`src/rtl/llc_rst_flush_seq.sv`:
```
// LLC whole-cache reset/flush sweep sequencer: one tag/state write per set, done via valid/ready.
// Optional flushed-line counter enabled by defining LLC_SEQ_FLUSH_CNT_EN.
module llc_rst_flush_seq #(
    parameter int LLC_SETS = 256,
    parameter int LLC_WAYS = 16
) (
    input  logic                        clk,
    input  logic                        rst,
    input  logic                        rst_req,
    input  logic                        flush_req,
    input  logic                        stall,
    input  logic [LLC_WAYS-1:0]         flush_flags,
    output logic                        busy,
    output logic                        rd_en,
    output logic [$clog2(LLC_SETS)-1:0] rd_set,
    output logic [$clog2(LLC_SETS)-1:0] wr_set,
    output logic [LLC_WAYS-1:0]         wr_rst_flush,
    output logic                        wr_en_evict_way,
    output logic                        done_valid,
    output logic                        done_is_flush,
    input  logic                        done_ready,
    output logic [31:0]                 flush_line_cnt
);
    localparam int SW = $clog2(LLC_SETS);
    localparam logic [2:0] S_IDLE   = 3'd0;
    localparam logic [2:0] S_RST_WR = 3'd1;
    localparam logic [2:0] S_FL_RD  = 3'd2;
    localparam logic [2:0] S_FL_WR  = 3'd3;
    localparam logic [2:0] S_DONE   = 3'd4;
    localparam logic [SW-1:0] LAST_SET = SW'(LLC_SETS - 1);

    logic [2:0]          state_q, state_d;
    logic [SW-1:0]       set_cnt_q, set_cnt_d;
    logic                kind_q, kind_d;
    logic                flush_pend_q, flush_pend_d;
    logic [LLC_WAYS-1:0] flags_q, flags_d;
    logic                fl_first_q, fl_first_d;
    logic [LLC_WAYS-1:0] mask_cur;

    // The array read returns on the first FL_WR cycle; later (stalled) cycles replay the captured copy.
    assign mask_cur = fl_first_q ? flush_flags : flags_q;

    always_comb begin
        state_d         = state_q;
        set_cnt_d       = set_cnt_q;
        kind_d          = kind_q;
        flush_pend_d    = flush_pend_q;
        flags_d         = flags_q;
        fl_first_d      = 1'b0;
        rd_en           = 1'b0;
        rd_set          = '0;
        wr_set          = '0;
        wr_rst_flush    = '0;
        wr_en_evict_way = 1'b0;
        done_valid      = 1'b0;
        done_is_flush   = 1'b0;
        case (state_q)
            S_IDLE: begin
                if (rst_req) begin
                    state_d   = S_RST_WR;
                    set_cnt_d = '0;
                    kind_d    = 1'b0;
                    if (flush_req) flush_pend_d = 1'b1;
                end else if (flush_req || flush_pend_q) begin
                    state_d      = S_FL_RD;
                    set_cnt_d    = '0;
                    kind_d       = 1'b1;
                    flush_pend_d = 1'b0;
                end
            end
            S_RST_WR: begin
                if (!stall) begin
                    wr_set          = set_cnt_q;
                    wr_rst_flush    = '1;
                    wr_en_evict_way = 1'b1;
                    if (set_cnt_q == LAST_SET) state_d = S_DONE;
                    else set_cnt_d = set_cnt_q + SW'(1);
                end
            end
            S_FL_RD: begin
                if (!stall) begin
                    rd_en      = 1'b1;
                    rd_set     = set_cnt_q;
                    state_d    = S_FL_WR;
                    fl_first_d = 1'b1;
                end
            end
            S_FL_WR: begin
                flags_d = mask_cur;
                if (!stall) begin
                    wr_set       = set_cnt_q;
                    wr_rst_flush = mask_cur;
                    if (set_cnt_q == LAST_SET) state_d = S_DONE;
                    else begin
                        set_cnt_d = set_cnt_q + SW'(1);
                        state_d   = S_FL_RD;
                    end
                end
            end
            S_DONE: begin
                done_valid    = 1'b1;
                done_is_flush = kind_q;
                if (done_ready) state_d = S_IDLE;
            end
            default: state_d = S_IDLE;
        endcase
        // Requests arriving mid-sweep: flush coalesces into the pending bit, reset restarts the sweep.
        if (state_q != S_IDLE) begin
            if (flush_req) flush_pend_d = 1'b1;
            if (rst_req) begin
                state_d   = S_RST_WR;
                set_cnt_d = '0;
                kind_d    = 1'b0;
                if (state_q == S_FL_RD || state_q == S_FL_WR) flush_pend_d = 1'b1;
            end
        end
    end

    assign busy = (state_q != S_IDLE);

    always_ff @(posedge clk) begin
        if (rst) begin
            state_q      <= S_IDLE;
            set_cnt_q    <= '0;
            kind_q       <= 1'b0;
            flush_pend_q <= 1'b0;
            flags_q      <= '0;
            fl_first_q   <= 1'b0;
        end else begin
            state_q      <= state_d;
            set_cnt_q    <= set_cnt_d;
            kind_q       <= kind_d;
            flush_pend_q <= flush_pend_d;
            flags_q      <= flags_d;
            fl_first_q   <= fl_first_d;
        end
    end

`ifdef LLC_SEQ_FLUSH_CNT_EN
    logic [31:0] cnt_q, cnt_d;
    logic [31:0] pop;
    logic [32:0] sum;

    always_comb begin
        pop = '0;
        for (int i = 0; i < LLC_WAYS; i++) pop = pop + 32'(wr_rst_flush[i]);
        sum   = {1'b0, cnt_q} + {1'b0, pop};
        cnt_d = cnt_q;
        if (state_q == S_FL_WR && !stall) cnt_d = sum[32] ? 32'hFFFF_FFFF : sum[31:0];
    end

    always_ff @(posedge clk) begin
        if (rst) cnt_q <= '0;
        else     cnt_q <= cnt_d;
    end

    assign flush_line_cnt = cnt_q;
`else
    assign flush_line_cnt = '0;
`endif
endmodule

```
`config.mk`:
```
export PLATFORM = sky130hd
export DESIGN_NAME = llc_rst_flush_seq
export DESIGN_NICKNAME = d
export VERILOG_FILES = /design/src/rtl/llc_rst_flush_seq.sv
export SDC_FILE = /design/constraint.sdc
export NUM_CORES = 1
export LEC_CHECK = 0
export BUFFER_PORTS_ARGS = -buffer_cell sky130_fd_sc_hd__buf_2
export CAP_MARGIN = 10
export CELL_PAD_IN_SITES_DETAIL_PLACEMENT = 0
export CELL_PAD_IN_SITES_GLOBAL_PLACEMENT = 1
export CORE_MARGIN = 4
export CORE_UTILIZATION = 33
export DETAILED_ROUTE_END_ITERATION = 8
export PLACE_DENSITY_LB_ADDON = 0.05
export SLEW_MARGIN = 10
export SYNTH_ARGS = -nofsm -noshare
export SYNTH_HDL_FRONTEND = slang
export SYNTH_SLANG_ARGS = --single-unit
```
`constraint.sdc`:
```
create_clock -name clk -period 2.1 [get_ports clk]
set_clock_uncertainty 0.2 [all_clocks]
set_input_delay 0.105 -clock clk [delete_from_list [all_inputs] [get_ports clk]]
set_output_delay 0.105 -clock clk [all_outputs]
set_load 0.05 [all_outputs]
```
== After elaboration in Yosys (flattened, before gate mapping) ==
Index checks and enable logic that the tools add are counted.
W data, S select, Z words.
Operators by class
  reductions and logical operators: 5
  equal/unequal tests: 5
  multiplexer cells: 43
  $add $sub $neg: 1
Operators by type and width (number)
  $mux W8: 9
  $mux W16: 3
  $pmux W16 S2: 1
  $mux W3: 10
  $mux W1: 18
  $pmux W8 S2: 1
  $pmux W3 S5: 1
  $add A8 B1 Y8 const B: 1
  $eq A8 B8 Y1 const B: 1
  $eq A3 B2 Y1 const B: 2
  $eq A3 B1 Y1 const B: 1
  $eq A3 B3 Y1 const B: 1
  $logic_not A3 Y1: 1
  $reduce_bool A3 Y1: 1
  $logic_or A1 B1 Y1: 2
  $reduce_or A2 Y1: 1
Word-level totals
  output and inout bits: 69
  logic and storage cells: 60
  input bits: 22
  bits in registers: 30

== Logic depth before layout (Yosys ltp) ==
  word-level depth: 8
  mapped depth: 7
  mapped depth without buffers: 5

== Worst setup path after synthesis ==
OpenSTA, ideal clock, no wires.
  kind: register -> output
  start: register fl_first_q
  end: output wr_rst_flush[0]
  data required time: 1.795 ns
  arrival time: 3.279 ns
  path slack: -1.484 ns
  stages on the path, launching flop included: 5
  buffers on the path: 2
  cell sequence: dfxtp_1 buf_2 buf_4 mux2i_1 a2111oi_0
Between the ends
  cells in the longest elaborated chain, start to end: 3
Ends and longest elaborated chain
  from (decl): line 37  | logic fl_first_q, fl_first_d;
  from (signal assigned): line 135  | fl_first_q <= fl_first_d;
  $mux W16: line 41  | assign mask_cur = fl_first_q ? flush_flags : flags_q;
  $mux W16: line 90  | if (!stall) begin
  $pmux W16 S2: line 57  | case (state_q)
  to (decl): line 17  | output logic [LLC_WAYS-1:0] wr_rst_flush,
Every way passes these cells.

== Worst setup path after layout ==
  start: register state_q[0]
  end: output wr_rst_flush[0]
Between the ends
  cells in the longest elaborated chain, start to end: 2
Ends and longest elaborated chain
  from (decl): line 32  | logic [2:0] state_q, state_d;
  from (signal assigned): line 130  | state_q <= state_d;
  $eq A3 B2 Y1 or $eq A3 B1 Y1 (tied branches): line 57
  $pmux W16 S2 (*): line 57
Every way passes the cells marked *; elsewhere a longest branch is shown, timed or not.

==> impl_summary.log <==
INFO  metric status = finished clean
INFO  metric synth_area = 0.00204 mm^2
INFO  metric tritoncts_num_sinks = 30
INFO  metric num-nets-final = about 360
INFO  metric root_buffer_selected_by_cts = sky130_fd_sc_hd__clkbuf_8
INFO  metric insertedDiodeCount = 0
INFO  metric initial_core_utilization = 0.343
INFO  metric place.gp.congestion = approximately 0.76
INFO  metric yosysSeqAreaShare = 0.294
INFO  metric pwr_density_cell = 564 mW/mm^2
INFO  metric core-area = 0.00596 mm^2
INFO  metric combPwrFrac = 0.299
INFO  metric setup_viol_count_final = 0
INFO  metric crit-reg2reg-launch = state_q[0]$_SDFF_PP0_
INFO  metric number_of_global_route_vias_before_repair = ~1900
INFO  metric grt.busiest_layer = met2
INFO  metric grt_usage = 0.154
INFO  metric sequential_share_of_power = 0.379
INFO  metric ir_drop = ~0.21 mV
INFO  metric critical_path_arrival = about 1.7 ns
INFO  metric routedWlPerCell = 14.1 um
INFO  metric worst-setup-path-type = register to output pin
INFO  metric detail_route.iter0.violations = 60
INFO  metric area_delta_synth_final = 33.8%
INFO  metric dr.pass1.iters = 4
INFO  metric final_max_slew_viol_count = 0
INFO  metric postCtsSetupRepairBufs = 0
INFO  metric met2_usage_grt = 0.241
INFO  metric wp_data_required = between 1.5 and 2 ns
INFO  metric worst-slew-pin-transition = 0.650 ns
INFO  metric worst_slack_at_placement = about 0.25 ns
INFO  metric power.total = 1.54 mW
INFO  metric tritoncts.num_buffers = 5
INFO  metric placement_rows = 28
INFO  metric final_period_minus_worst_setup_slack = 1.99 ns
INFO  metric dieWidth = 86.7 um
INFO  metric timing.critical_path.fanout_max = 15
INFO  metric number_of_levels_in_the_clock_h_tree = 2
INFO  metric worst_hold_startpoint = flush_req
INFO  metric ys_types = 47
INFO  metric p_switching = 0.579 mW
INFO  metric post_synth_top_flop = sky130_fd_sc_hd__dfxtp_1
INFO  metric gr-usage-met3 = 0.0323
INFO  metric async_flop_share = 0
INFO  metric critPathLaunchType = register
INFO  metric clkLatencyLatePin = around 0.29 ns
INFO  metric top_level_ports = 91
INFO  metric number_of_buffers_on_the_longest_clock_path = 2
INFO  metric die_area = 0.00752 mm^2
INFO  metric post-route-worst-setup-slack = approximately 0.11 ns
INFO  metric power.internal = 0.964 mW
INFO  metric max_freq = between 500 and 600 MHz
INFO  metric number_of_antenna_violations_at_the_first_check_in_global_routing = 0
INFO  metric die-height = 86.7 um
INFO  metric wire_length_of_the_first_global_routing_pass = 9310 um
INFO  metric cp-end-kind = output pin
INFO  metric fin_crit_sh = 0.949
INFO  metric timing.slew.headroom = 0.567
INFO  metric detailed_place_hpwl = between 4000 and 5000 um
INFO  metric vias = 1971
INFO  metric utilization = 0.459
INFO  metric remaining_drc_errors = 0
INFO  metric grt_setup_unrepaired = false
INFO  metric synth_seq_cells = 30
INFO  metric cts.reportedPaths.clkPinSlew = 0.07 ns
INFO  metric final_hold_viol_count = 0
INFO  metric hp-class = input pin to register
INFO  metric crit_start = state_q[0]$_SDFF_PP0_
INFO  metric p_leak = 1.08 nW
INFO  metric synth.avg_cell_area = 7.89 um^2
INFO  metric finalWirelength = around 5800 um
INFO  metric yosysWarnings = 0
INFO  metric share_clk_of_total_power = 0.322
INFO  metric drv_cap = 0
INFO  metric syn-instance-count = 259
INFO  metric hold_slack = 0.0285 ns
INFO  metric synth_edf_count = 0
INFO  metric via_density_per_instance = slightly below 5
INFO  metric drtAntennaViolNets = 0
INFO  metric drive_above_1_share = 0.285
INFO  metric portBuffers = 58
INFO  metric use_met1 = 0.215
INFO  metric grt_start_max_net_pins = 24
INFO  metric cts_tree = done
INFO  metric power_switching_share = 0.375
INFO  metric global_route.overflow_total = 0
INFO  metric fin_setup_tns = 0 ns
power groups by stage:
stage / Combinational (mW) / Clock [mW] / Sequential [mW]
after floorplan: 0.400 / 0 / 0.591
after global placement: 0.432 / 0 / 0.597
after detailed placement: 0.431 / 0 / 0.597
after CTS: 0.460 / 0.511 / 0.584
after global routing: 0.489 / 0.535 / 0.586
final: 0.462 / 0.497 / 0.585
state kept, by name, summed over array words and instances (netlist names):
signal and flops:
flags_q 16, kind_q 1, fl_first_q 1, state_q 3
flush_pend_q 1, set_cnt_q 8
worst paths after layout:
path                               to  slack (ns)  depth (start not counted)
max                   wr_rst_flush[0]        0.11                          4
min           flush_pend_q$_SDFF_PP0_        0.03                          3
max reg2reg   flags_q[5]$_SDFFE_PP0P_        0.32                          5
min reg2reg  flags_q[10]$_SDFFE_PP0P_        0.25                          2
Yosys cell counts, types with 2 or more instances:
cell / n / area [um^2]
sky130_fd_sc_hd__a21o_1: 2 / 15.0
sky130_fd_sc_hd__inv_1: 3 / 11.3
sky130_fd_sc_hd__a41oi_1: 2 / 17.5
sky130_fd_sc_hd__and2_1: 18 / 113
sky130_fd_sc_hd__nand4_1: 2 / 12.5
sky130_fd_sc_hd__buf_4: 34 / 255
sky130_fd_sc_hd__nand2_1: 36 / 135
sky130_fd_sc_hd__mux2i_1: 16 / 160
sky130_fd_sc_hd__nand3_1: 2 / 10.0
sky130_fd_sc_hd__a211oi_1: 2 / 15.0
sky130_fd_sc_hd__or3_1: 2 / 12.5
sky130_fd_sc_hd__and4b_1: 2 / 20.0
sky130_fd_sc_hd__buf_2: 2 / 10.0
sky130_fd_sc_hd__nor2_1: 13 / 48.8
sky130_fd_sc_hd__a2111oi_0: 15 / 131
sky130_fd_sc_hd__a31oi_1: 2 / 12.5
sky130_fd_sc_hd__dfxtp_1: 30 / 601
sky130_fd_sc_hd__a21oi_1: 27 / 135
sky130_fd_sc_hd__clkbuf_1: 12 / 45.0
sky130_fd_sc_hd__buf_6: 2 / 22.5
sky130_fd_sc_hd__nor3_1: 9 / 45.0
repair_timing:
action / CTS / global route
hold endpoints to repair: 19 / 0
hold buffers: 18 / 0
resized for setup: 3 / 19
cloned: 0 / 0
endpoints found under the setup margin: 11 / 30
layout by cell type, fill, tap and decap left out, types with 2 or more instances in the layout:
master and instances:
sky130_fd_sc_hd__and2_1 18, sky130_fd_sc_hd__a211oi_1 2, sky130_fd_sc_hd__buf_4 16, sky130_fd_sc_hd__clkbuf_4 9, sky130_fd_sc_hd__and4b_1 2, sky130_fd_sc_hd__a41oi_1 2, sky130_fd_sc_hd__dfxtp_2 3, sky130_fd_sc_hd__nand3_1 2
sky130_fd_sc_hd__nor2_1 13, sky130_fd_sc_hd__dlygate4sd3_1 18, sky130_fd_sc_hd__buf_2 44, sky130_fd_sc_hd__nor3_1 9, sky130_fd_sc_hd__inv_1 3, sky130_fd_sc_hd__dfxtp_1 27, sky130_fd_sc_hd__conb_1 32, sky130_fd_sc_hd__mux2i_1 16
sky130_fd_sc_hd__clkbuf_8 6, sky130_fd_sc_hd__nand4_1 2, sky130_fd_sc_hd__a2111oi_4 5, sky130_fd_sc_hd__a21oi_1 27, sky130_fd_sc_hd__a31oi_1 2, sky130_fd_sc_hd__or3_1 2, sky130_fd_sc_hd__a2111oi_1 4, sky130_fd_sc_hd__a2111oi_2 6
sky130_fd_sc_hd__nand2_1 36, sky130_fd_sc_hd__a21o_1 2
final cells by class:
class,instances,area (um^2)
Tap cell,75,93.8
Multi-Input combinational cell,205,1350
Sequential cell,30,604
Clock inverter,1,5.00
Clock buffer,7,86.3
Timing Repair Buffer,87,588
Fill cell,627,3220
Inverter,3,11.3
routing by layer:
layer	vias up	wire length (um)
met4	0	55
met3	7	338
met1	899	2780
met5	-	0
li1	1008	-
met2	57	2580
kinds of logic (layout without fill, tap and decap cells):
logic type                 count (synthesis)  count (layout)  share of synthesized area
xor gates and xnor gates                   1               1                    0.00428
DFF                                       30              30                      0.294
AOI/OAI and AO/OA                         60              60                      0.204
and+or+nand+nor                           95              95                      0.239
muxes                                     16              16                     0.0783
buffers and inverters                     55              98                      0.173
other                                      1              32                    0.00183
adders and majority gates                  1               1                    0.00612
per-stage QoR:
| stage | area [um^2] | cells |
|---|---|---|
| after CTS | 2700 | 408 |
| final | 2740 | 408 |
| after global routing | 2740 | 408 |
| after floorplan | 2290 | 290 |
| after detailed placement | 2420 | 382 |
| after global placement | 2420 | 382 |
worst max-delay path: stages, from the launching register on:
cell	delay, ns
sky130_fd_sc_hd__dfxtp_2	0.36
sky130_fd_sc_hd__inv_1	0.08
sky130_fd_sc_hd__buf_4	0.23
sky130_fd_sc_hd__a2111oi_2	0.39
sky130_fd_sc_hd__buf_2	0.33
Power figures use the tool's default switching activity.
